File: src/rtl/parity_frame_tx.sv
// Serial byte transmitter: START, 8 DATA bits (LSB first), PARITY, STOP, each held CLKS_PER_BIT cycles.
// Optional macro PARITY_TX_ODD_SEL_EN adds a parity_odd input that selects odd parity per byte.
module parity_frame_tx #(
  parameter int unsigned CLKS_PER_BIT = 4
) (
  input  logic       clk,
  input  logic       rst_n,
`ifdef PARITY_TX_ODD_SEL_EN
  input  logic       parity_odd,
`endif
  input  logic [7:0] in_data,
  input  logic       in_valid,
  output logic       in_ready,
  output logic       tx,
  output logic       busy,
  output logic       parity_out,
  output logic       frame_done
);

  typedef enum logic [2:0] {
    S_IDLE,
    S_START,
    S_DATA,
    S_PARITY,
    S_STOP
  } state_e;

  localparam logic [7:0] CNT_MAX = 8'(CLKS_PER_BIT - 1);

  state_e     state_q, state_d;
  logic [7:0] cnt_q, cnt_d;
  logic [2:0] bit_idx_q, bit_idx_d;
  logic [7:0] data_q, data_d;
  logic       parity_q, parity_d;
  logic       bit_last;
  logic       odd_sel;

`ifdef PARITY_TX_ODD_SEL_EN
  assign odd_sel = parity_odd;
`else
  assign odd_sel = 1'b0;
`endif

  assign bit_last = (cnt_q == CNT_MAX);

  // NOTE: reset lives inside the clocked block, so it only takes effect on a rising edge.
  always_ff @(posedge clk) begin
    if (!rst_n) begin
      state_q   <= S_IDLE;
      cnt_q     <= '0;
      bit_idx_q <= '0;
      data_q    <= '0;
      parity_q  <= 1'b0;
    end else begin
      // NOTE: non-blocking assignments keep every register reading pre-edge values.
      state_q   <= state_d;
      cnt_q     <= cnt_d;
      bit_idx_q <= bit_idx_d;
      data_q    <= data_d;
      parity_q  <= parity_d;
    end
  end

  always_comb begin
    // NOTE: hold-value defaults first, so no path through the case infers a latch.
    state_d   = state_q;
    cnt_d     = cnt_q;
    bit_idx_d = bit_idx_q;
    data_d    = data_q;
    parity_d  = parity_q;
    if (state_q == S_IDLE) begin
      cnt_d     = '0;
      bit_idx_d = '0;
      if (in_valid) begin
        data_d   = in_data;
        parity_d = (^in_data) ^ odd_sel;
        state_d  = S_START;
      end
    end else if (!bit_last) begin
      cnt_d = cnt_q + 8'd1;
    end else begin
      cnt_d = '0;
      unique case (state_q)
        S_START:  state_d = S_DATA;
        S_DATA: begin
          if (bit_idx_q == 3'd7) state_d = S_PARITY;
          else bit_idx_d = bit_idx_q + 3'd1;
        end
        S_PARITY: state_d = S_STOP;
        S_STOP:   state_d = S_IDLE;
        default:  state_d = S_IDLE;
      endcase
    end
  end

  // Outputs decode the registered state; the start bit appears the cycle after acceptance.
  always_comb begin
    tx         = 1'b1;
    busy       = (state_q != S_IDLE);
    in_ready   = (state_q == S_IDLE) && rst_n;
    frame_done = (state_q == S_STOP) && bit_last;
    parity_out = parity_q;
    unique case (state_q)
      S_START:  tx = 1'b0;
      S_DATA:   tx = data_q[bit_idx_q];
      S_PARITY: tx = parity_q;
      default:  tx = 1'b1;
    endcase
  end

endmodule

File: config.mk
export PLATFORM = sky130hd
export DESIGN_NAME = parity_frame_tx
export DESIGN_NICKNAME = d
export VERILOG_FILES = /design/src/rtl/parity_frame_tx.sv
export SDC_FILE = /design/constraint.sdc
export NUM_CORES = 1
export LEC_CHECK = 0
export BUFFER_PORTS_ARGS = -buffer_cell sky130_fd_sc_hd__buf_2
export CORE_ASPECT_RATIO = 0.75
export CORE_MARGIN = 2
export CORE_UTILIZATION = 30
export CTS_CLUSTER_DIAMETER = 150
export DETAILED_ROUTE_END_ITERATION = 7
export GPL_TIMING_DRIVEN = 0
export MAX_ROUTING_LAYER = met4
export PLACE_DENSITY_LB_ADDON = 0.15
export SLEW_MARGIN = 30
export SYNTH_ARGS = -nofsm -noshare
export SYNTH_HDL_FRONTEND = slang
export SYNTH_SLANG_ARGS = --single-unit
File: constraint.sdc
create_clock -name clk -period 1.5 [get_ports clk]
set_input_delay 0 -clock clk [delete_from_list [all_inputs] [get_ports clk]]
set_output_delay 0 -clock clk [all_outputs]
set_load 0.02 [all_outputs]
==> results of run 1 <==
## flip-flops by register name, indices dropped and copies added (netlist names)
register	count
state_q	3
bit_idx_q	3
data_q	8
parity_out	1
cnt_q	8
## worst reg2reg max path, delay by kind of cell, from the launching register on
kind / cells / cell delay (ps)
buf+inv: 1 / 130
flops: 1 / 360
fa+ha+maj: 2 / 360
simple gates: 3 / 520
mux: 1 / 200
## cells in the final DEF, fill, tap and decap left out, drive strengths merged, types with 2 or more instances in the layout
cell         netlist  routed
dlygate4sd3        0       8
buf                3      22
inv                3       3
nand2             25      25
nor4b              3       3
a21oi             12      12
nand3              4       4
dfxtp             23      23
nor3               2       2
nor2              15      15
mux4               2       2
xor2               3       3
clkbuf             2       5
ha                 3       3
mux2i              3       3
xnor2             11      11
nor2b              3       3
## through the flow
| stage | TNS [ps] | utilization (%) | hold WS [ps] |
|---|---|---|---|
| finish | -937 | 40.7 | 36.6 |
| global route | -1720 | 40.7 | 37.8 |
| CTS | -1170 | 40.0 | 21.7 |
| detailed placement | -443 | 34.9 | 270 |
| global placement | -439 | 34.9 | 264 |
| floorplan | 0 | - | 136 |
## area by class of cell
cell class	instances	area, um^2
clock inverters	1	7.51
plain buffers	5	26.3
well taps	52	65.1
fillers	379	2130
flip-flops and latches	23	469
inverters	3	11.3
clock buffers	3	41.3
repair buffers	27	194
multi-input cells	96	646
## logic make-up after synthesis
group / Yosys count / share of synthesized area [%]
xor gates and xnor gates: 14 / 11.1
AOI/OAI and AO/OA: 16 / 8.14
DFF: 23 / 41.6
muxes: 5 / 6.78
adders and majority gates: 3 / 3.39
buffers and inverters: 8 / 3.05
and+or+nand+nor: 58 / 26.0
## worst max path at each step
stage	end	slack, ps	startpoint
CTS	tx	-290	bit_idx_q[1]$_SDFFE_PP0P_
detailed placement	tx	-130	bit_idx_q[1]$_SDFFE_PP0P_
global route	tx	-360	bit_idx_q[1]$_SDFFE_PP0P_
finish	tx	-300	bit_idx_q[1]$_SDFFE_PP0P_
floorplan	bit_idx_q[1]$_SDFFE_PP0P_	20	bit_idx_q[1]$_SDFFE_PP0P_
global placement	tx	-140	bit_idx_q[1]$_SDFFE_PP0P_
## metal layers
metal | vias up | part of all wire (%)
met3 | 4 | 3.8
met5 | - | 0
met1 | 444 | 51
met2 | 18 | 44
li1 | 494 | -
met4 | 0 | 1.2
## where the power goes
group / internal (mW) / total, mW / switching [mW]
combinational: 0.138 / 0.318 / 0.180
clock: 0.188 / 0.398 / 0.210
sequential: 0.643 / 0.661 / 0.0183
## what timing repair did
| action | 4_1_cts | 5_1_grt |
|---|---|---|
| endpoints found under the setup margin | 15 | 24 |
| hold buffers | 8 | 0 |
| hold endpoints to repair | 8 | 0 |
| pin swaps | 3 | 3 |
| resized for setup | 10 | 7 |
| setup buffers | 4 | 0 |
==> summary.txt, run 1 <==
Layout Skew -> 1.85 ps
r2r startpoint -> bit_idx_q[1]$_SDFFE_PP0P_
sequential area share after synthesis -> 41.6%
Synth warnings -> 0
arrival time worst endpoint -> 1800 ps
hold-critical path depth -> 3
Hold EP -> parity_out$_SDFFE_PN0P_
pin count of the biggest net entering global routing -> 15
worst path bufs/invs -> 1
Post-DP Area -> 1250 um^2
crit-path leading delay family -> multiplexers
grt met3 use -> 3.95%
FFs w/ async S/R, synth -> 0%
Num CTS Buffers -> 3
Die Ht -> 56.6 um
met2 GRT Util -> 18.8%
vias per inst -> 4.57
Max FO, Critical Path -> 3
RD Place Congestion -> 0.766
Worst path slowest cell -> mux4_2
first-pass GRT wire length -> 4110 um
Overflow after GRT -> 0
CTS Buffer Depth -> 2
PD cells -> 943 nW/um^2
synth top area cells -> dfxtp_1 42%, xnor2_1 8.7%, nand2_1 8.5%
area leader, netlist -> dfxtp_1
setup ws final -> -295 ps
DRT iter0 DRCs -> 35
fin crit period -> 1800 ps
Critical Path End Type -> primary output
vias after detailed routing -> 960
layout cell share with drive strength beyond 1 -> 26.6%
routing usage on met1 -> 17.7%
RSZ-0062 raised after global routing -> true
Max Freq -> 557 MHz
Placement Setup Slack -> -130 ps
Post-Layout Cell Count -> 210
status -> finished, violations left
worst-path cell chain -> mux4_2, mux2i_1, a22oi_1, or2_4, buf_6
Clk Latency, worst-skew pair -> 260 ps
critical path depth -> 5
Hold Vio Cnt, Final -> 0
Final ANT Viol Nets -> 0
Initial Utilization -> 30.8%
die area -> 4200 um^2
CTS root buffer -> clkbuf_8
CTS H-tree lvls -> 1
DRC -> 0
largest stage delay on the critical path -> 490 ps
R2R Path End -> bit_idx_q[1]$_SDFFE_PP0P_
I/O Buffers -> 15
Rel. slew slack -> 63.1%
R2R setup slack -> -180 ps
min-delay src -> rst_n
design area -> 1460 um^2
syn_area_per_cell -> 8.72 um^2
Yosys reg bits -> 23
kind of critical path -> register to primary output
Rows -> 19
Mapped Cells -> 127
# IOs -> 16
Mapped Nets -> 141
top cells by count, synth -> 25 x nand2_1, 23 x dfxtp_1, 15 x nor2_1, 12 x a21oi_1, 11 x xnor2_1
period utilization -> 120%
Pre-antenna DRT Iters -> 4
Slew @ Worst Pin -> 554 ps
Hold Crit Class -> primary input to register
cell total after placement -> 194
Startpoint Class -> register
DIE WIDTH -> 74.2 um
core region area -> 3590 um^2
final WL -> 2500 um
area grow syn2layout -> 31.9%
Nets -> 173
total global-route track usage -> 13.1%
Tot Pwr -> 1.38 mW
Primary FF master, synth -> dfxtp_1
CTS tree -> yes
Post-synth EDFFs -> 0
Final Setup Violations -> 6
Peak VDD IR -> 373 uV
gr busiest metal -> met2
Slew Viols, Final -> 0
Worst-path clk slew -> 90 ps
CTS Sinks -> 23
DP Wirelength -> 1710 um
cell count of the worst reg-to-reg path -> 7
number of global-route vias before repair -> 936
Mapped Area -> 1110 um^2
max-cap check violation count -> 0
initial antenna violation count -> 0
Synth cell types -> 28
routed len/inst -> 11.9 um
failing checks -> setup timing
Yosys top cell area share -> 41.6%
# diodes -> 0
most common cell in the netlist -> nand2_1
Static Leak -> 0.557 nW
CP required -> 1500 ps
No activity file was read; power rests on OpenSTA's default activity.
==> run 2, diff against run 1 <==
ABC_AREA = 1   (was default)
==> run 2 against run 1 <==
The flow now finishes without violations. Fmax increased by 27%. Register-to-register slack gained 290 ps. Die area is 15% higher. Critical path depth up 1. Cell area is 6.0% higher. Final cell count increased by 26%. Total power grew 66%.
==> summary.txt, run 2 <==
status -> complete, no violations
# diodes -> 0 (unchanged)
Hold Crit Class -> primary input to register
Mapped Area -> 1290 um^2 (+16%)
Sequential Power Share -> 38.5% (-9.5 points)
FFs w/ async S/R, synth -> 0% (unchanged)
Internal Power -> 1.30 mW (+34%)
DP Wirelength -> 2090 um (+22%)
filler instances -> 455 (+20%)
sequential area share after synthesis -> 35.7% (-5.9 points)
RD Place Congestion -> 0.864 (+13%)
DRT iter0 DRCs -> 39 (+11%)
R2R Path End -> state_q[2]$_SDFFE_PN0P_
Comb pwr share -> 44.4% (+21 points)
area grow syn2layout -> 20.0%
Startpoint Class -> register
crit path launch -> cnt_q[0]$_SDFF_PP0_
top cells by count, synth -> 44 x nand2_1, 24 x inv_1, 23 x dfxtp_1, 21 x nor2_1, 19 x a21oi_1
CTS Sinks -> 23 (unchanged)
Post-Layout Cell Count -> 265 (+26%)
Hold EP -> data_q[4]$_SDFFE_PN0P_
CTS H-tree lvls -> 1 (unchanged)
Synth warnings -> 0 (unchanged)
most common cell after layout, fill and taps aside -> nand2_1
Initial Utilization -> 31.6% (+0.78 points)
Slew @ Worst Pin -> 307 ps (-248 ps)
Primary FF master, synth -> dfxtp_1
Final Setup Violations -> 0 (-6)
fin util -> 37.9% (-2.7 points)
Clk pwr share -> 17.2% (-12 points)
net switching power -> 0.989 mW (+140%)
initial antenna violation count -> 0 (unchanged)
Overflow after GRT -> 0 (unchanged)
final WL -> 2780 um (+11%)
hold-critical path depth -> 3 (unchanged)
Yosys reg bits -> 23 (unchanged)
Hold Vio Cnt, Final -> 0 (unchanged)
cell count of the worst reg-to-reg path -> 6 (-1)
setup ws final -> 89.9 ps (+385 ps)
die area -> 4850 um^2 (+15%)
Placement Setup Slack -> 123 ps (+253 ps)
period utilization -> 94.0% (-26 points)
Rel. slew slack -> 79.4% (+16 points)
CTS root buffer -> clkbuf_8
Post-synth EDFFs -> 0 (unchanged)
routed len/inst -> 10.5 um (-12%)
Worst path slowest cell -> dfxtp_4
worst path bufs/invs -> 2 (+1)
synth top area cells -> dfxtp_1 36%, nand2_1 13%, a21oi_1 7.4%
CTS Buffer Depth -> 2 (unchanged)
crit-path leading delay family -> flip-flops
syn_area_per_cell -> 6.83 um^2 (-22%)
pin count of the biggest net entering global routing -> 14 (-1)
Die Ht -> 60.8 um (+7.4%)
first-pass GRT wire length -> 4530 um (+10%)
total global-route track usage -> 12.9% (-0.25 points)
cell total after placement -> 258 (+33%)
max-cap check violation count -> 0 (unchanged)
CTS tree -> yes
worst-path cell chain -> ha_4, nand3_2, nor2_4, inv_1, nor4_1, buf_2
layout cell share with drive strength beyond 1 -> 22.9% (-3.7 points)
Max Freq -> 709 MHz (+27%)
core region area -> 4080 um^2 (+14%)
most frequent cells in the layout -> 44 x nand2_1, 24 x inv_1, 20 x dfxtp_1, 19 x nor2_1, 17 x a21oi_1
Max FO, Critical Path -> 4 (+1)
most common cell in the netlist -> nand2_1
Peak VDD IR -> 1100 uV (+190%)
Nets -> 225 (+30%)
R2R setup slack -> 110 ps (+290 ps)
PD cells -> 1480 nW/um^2 (+57%)
Num CTS Buffers -> 3 (unchanged)
Worst-path clk slew -> 80 ps (about the same)
DRC -> 0 (unchanged)
arrival time worst endpoint -> 1410 ps (-390 ps)
Yosys top cell area share -> 35.7% (-5.9 points)
vias after detailed routing -> 1,175 (+22%)
Critical Path End Type -> primary output
registers with the most flip-flops -> cnt_q x8, data_q x8
min-delay src -> in_data[4]
DIE WIDTH -> 79.7 um (+7.5%)
Synth cell types -> 28 (unchanged)
Static Leak -> 0.674 nW (+21%)
Final ANT Viol Nets -> 0 (unchanged)
Layout Skew -> 3.19 ps (+1.33 ps)
Clk Latency, worst-skew pair -> 270 ps (about the same)
r2r startpoint -> bit_idx_q[1]$_SDFFE_PP0P_
area leader, netlist -> dfxtp_1
Mapped Nets -> 203 (+44%)
Slew Viols, Final -> 0 (unchanged)
kind of critical path -> register to primary output
CP required -> 1500 ps (about the same)
I/O Buffers -> 14 (-1)
Pre-antenna DRT Iters -> 4 (unchanged)
sw frac -> 43.2% (+14 points)
Rows -> 20 (+1)
fin crit period -> 1410 ps (-385 ps)
vias per inst -> 4.43 (-3.0%)
largest stage delay on the critical path -> 370 ps (-120 ps)
# IOs -> 16 (unchanged)
number of global-route vias before repair -> 978 (+4.5%)
Mapped Cells -> 189 (+49%)
run 2: cell count changes in the layout (fill, tap and decap cells not counted), sizes merged, moves of 7 or more:
cell	previous run	this run
nor2	15	25
nand3	4	13
dlygate4sd3	8	1
xnor2	11	3
a21oi	12	19
inv	3	27
o21ai	1	14
nand2	25	48
run 2: cells by family after synthesis:
family | count (synthesis) | share of synthesized area (%)
and+or+nand+nor | 92 | 33.9
AOI/OAI and AO/OA | 37 | 15.0
buffers and inverters | 30 | 9.70
DFF | 23 | 35.7
xor gates and xnor gates | 4 | 2.72
adders and majority gates | 3 | 2.91
run 2: worst max-delay path by stage:
stage                                          to  slack (ps)  depth (start not counted)
after CTS                              frame_done          20                          6
after global placement    state_q[1]$_SDFFE_PN0P_         110                          8
final                                  frame_done          90                          6
after floorplan                        frame_done          20                          5
after global routing      state_q[2]$_SDFFE_PN0P_        -0.4                          6
after detailed placement  state_q[1]$_SDFFE_PN0P_         120                          8
run 2: cell type report:
class / instances / area, um^2 / area share [%]
clock inverters: 1 / 5.00 / 0.323
flip-flops and latches: 23 / 467 / 30.2
well taps: 55 / 68.8 / 4.45
plain buffers: 3 / 30.0 / 1.94
repair buffers: 17 / 95.1 / 6.14
clock buffers: 3 / 41.3 / 2.67
inverters: 27 / 101 / 6.55
multi-input cells: 136 / 739 / 47.8
run 2: tightest hold or removal path: stages:
cell,delay (ps)
buf_2,120
nand2_1,60
a21oi_1,50
run 2: layer usage:
metal  GRT usage [%]  vias up  wire, um
li1                -      646         -
met1            19.6      509      1640
met2            16.0       15      1010
met3            3.13        5        99
met4            4.43        0        31
met5               -        -         0
run 2: power by group through the flow:
| stage | Sequential [mW] | Combinational (mW) | Clock [mW] |
|---|---|---|---|
| 2_1_floorplan | 0.861 | 0.757 | 0 |
| 3_3_place_gp | 0.873 | 1.01 | 0 |
| 3_5_place_dp | 0.873 | 0.996 | 0 |
| 4_1_cts | 0.864 | 1.01 | 0.411 |
| 5_1_grt | 0.896 | 1.15 | 0.435 |
| 6_report | 0.881 | 1.02 | 0.393 |
run 2: per-stage QoR:
step	total power [mW]	area, um^2	hold WS (ps)	TNS (ps)
after global placement	1.88	1430	279	0
final	2.29	1550	8.81	0
after global routing	2.48	1550	20.7	-0.376
after detailed placement	1.87	1430	271	0
after floorplan	1.62	1290	145	0
after CTS	2.28	1510	6.77	0
run 2: repair_timing:
item,CTS,global route
hold buffers,1,0
setup endpoints to repair,1,2
buffers inserted,1,1
gates resized for setup,5,11
endpoints found under the hold margin,4,0
pin swaps,1,0
==> run 3, diff against run 2 <==
PLACE_DENSITY = 0.5   (was default)
PLACE_DENSITY_LB_ADDON = default   (was 0.15)
==> run 3 against run 2 <==
Setup slack improved by 10 ps. Clock power decreased by 1%. Cell area increased by 1.1%. Combinational power about the same. Highest routed layer unchanged.
==> summary.txt, run 3 (synthesis results as in run 2) <==
crit path launch -> bit_idx_q[1]$_SDFFE_PP0P_
core region area -> 4080 um^2 (unchanged)
Tot Pwr -> 2.31 mW (+0.92%)
initial antenna violation count -> 0 (unchanged)
period utilization -> 93.3% (-0.68 points)
Peak VDD IR -> 1190 uV (+8.7%)
CTS tree -> yes
Clk Latency, worst-skew pair -> 260 ps (about the same)
Max Freq -> 714 MHz (+0.73%)
total global-route track usage -> 12.1% (-0.81 points)
cell count of the worst reg-to-reg path -> 6 (unchanged)
first-pass GRT wire length -> 4390 um (-3.0%)
crit path to -> bit_idx_q[1]$_SDFFE_PP0P_
R2R setup slack -> 100 ps (about the same)
Hold Crit Class -> primary input to register
DRC -> 0 (unchanged)
area grow syn2layout -> 21.3%
final WL -> 2750 um (-0.94%)
PD cells -> 1480 nW/um^2 (-0.21%)
Slew Viols, Final -> 0 (unchanged)
Reg area -> 464 um^2 (-0.54%)
status -> complete, no violations
RSZ-0062 raised after global routing -> false
Rows -> 20 (unchanged)
Max FO, Critical Path -> 6 (+2)
routed len/inst -> 10.3 um (-1.3%)
Slew @ Worst Pin -> 318 ps (+11.8 ps)
Hold Vio Cnt, Final -> 0 (unchanged)
fin util -> 38.4% (+0.43 points)
CTS H-tree lvls -> 1 (unchanged)
CTS Buffer Depth -> 2 (unchanged)
Critical Path End Type -> register
RD Place Congestion -> 0.836 (-3.2%)
Startpoint Class -> register
Pre-antenna DRT Iters -> 4 (unchanged)
Static Leak -> 0.675 nW (+0.25%)
I/O Buffers -> 14 (unchanged)
kind of critical path -> register to register
die area -> 4850 um^2 (unchanged)
Final ANT Viol Nets -> 0 (unchanged)
number of global-route vias before repair -> 1,015 (+3.8%)
vias per inst -> 4.39 (-1.1%)
Layout Skew -> 2.65 ps (-0.531 ps)
Num CTS Buffers -> 3 (unchanged)
CTS root buffer -> clkbuf_8
Nets -> 226 (+0.44%)
arrival time worst endpoint -> 1560 ps (+150 ps)
r2r startpoint -> bit_idx_q[1]$_SDFFE_PP0P_
DRT iter0 DRCs -> 74 (+90%)
DIE WIDTH -> 79.7 um (unchanged)
CP required -> 1660 ps (+160 ps)
R2R Path End -> bit_idx_q[1]$_SDFFE_PP0P_
Initial Utilization -> 31.6% (unchanged)
max-cap check violation count -> 0 (unchanged)
Rel. slew slack -> 78.6% (-0.79 points)
Overflow after GRT -> 0 (unchanged)
most common cell after layout, fill and taps aside -> nand2_1
DP Wirelength -> 2060 um (-1.7%)
Multi-input gate area -> 757 um^2 (+2.4%)
most frequent cells in the layout -> 44 x nand2_1, 23 x inv_1, 20 x dfxtp_1, 18 x a21oi_1, 18 x nor2_1
# diodes -> 0 (unchanged)
layout cell share with drive strength beyond 1 -> 24.2% (+1.3 points)
Die Ht -> 60.8 um (unchanged)
fin crit period -> 1400 ps (-10.2 ps)
WHS -> 12.4 ps (+3.61 ps)
registers with the most flip-flops -> cnt_q x8, data_q x8
# IOs -> 16 (unchanged)
filler instances -> 440 (-3.3%)
Final Setup Violations -> 0 (unchanged)
vias after detailed routing -> 1,167 (-0.68%)
pin count of the biggest net entering global routing -> 13 (-1)
Worst-path clk slew -> 80 ps (about the same)
CTS Sinks -> 23 (unchanged)
-- run 3: worst min path at each step --
stage	from	end	slack (ps)	cells after the start
floorplan	in_data[2]	data_q[2]$_SDFFE_PN0P_	140	2
global placement	rst_n	state_q[2]$_SDFFE_PN0P_	270	3
detailed placement	rst_n	state_q[2]$_SDFFE_PN0P_	280	3
CTS	in_data[2]	data_q[2]$_SDFFE_PN0P_	10	3
global route	in_data[2]	data_q[2]$_SDFFE_PN0P_	20	3
finish	in_data[2]	data_q[2]$_SDFFE_PN0P_	10	3
-- run 3: worst max-delay path, cell delays in order (launching register included) --
cell     delay [ps]
dfxtp_1         380
ha_1            220
ha_1            210
nor2_4          150
nand3_2         120
o21ai_0         160
nor2_1           50
-- run 3: where the power goes --
part | switching, mW | internal, mW | total, mW | leakage (nW)
registers | 0.123 | 0.752 | 0.875 | 0.189
clock network | 0.198 | 0.190 | 0.388 | 0.0228
logic | 0.674 | 0.374 | 1.05 | 0.463
total | 0.995 | 1.32 | 2.31 | 0.675
-- run 3: through the flow --
stage,cells,cell area (um^2),worst slack [ps],setup TNS [ps]
3_5_place_dp,258,1430,106,0
4_1_cts,266,1550,-11.1,-11.1
3_3_place_gp,258,1430,98.4,0
5_1_grt,266,1570,2.11,0
2_1_floorplan,189,1290,18.8,0
6_report,266,1570,100,0
-- run 3: final cells by class --
cell class	instances	share of cell area [%]
plain buffers	3	1.68
clock buffers	4	2.88
inverters	27	6.47
multi-input cells	136	48.4
flip-flops and latches	23	29.7
well taps	55	4.40
repair buffers	18	6.55
-- run 3: routing by layer --
metal,share of wire (%),track usage [%],vias up
met4,0.54,1.48,0
met5,0,-,-
met2,38,16.9,12
li1,-,-,648
met3,3.1,3.57,2
met1,58,17.4,505
-- run 3: repair_timing --
item / 4_1_cts / 5_1_grt
pin swaps: 4 / 2
endpoints found under the setup margin: 1 / 5
resized for setup: 10 / 10
buffers inserted: 3 / 0
hold buffers: 1 / 0
hold endpoints to repair: 1 / 0
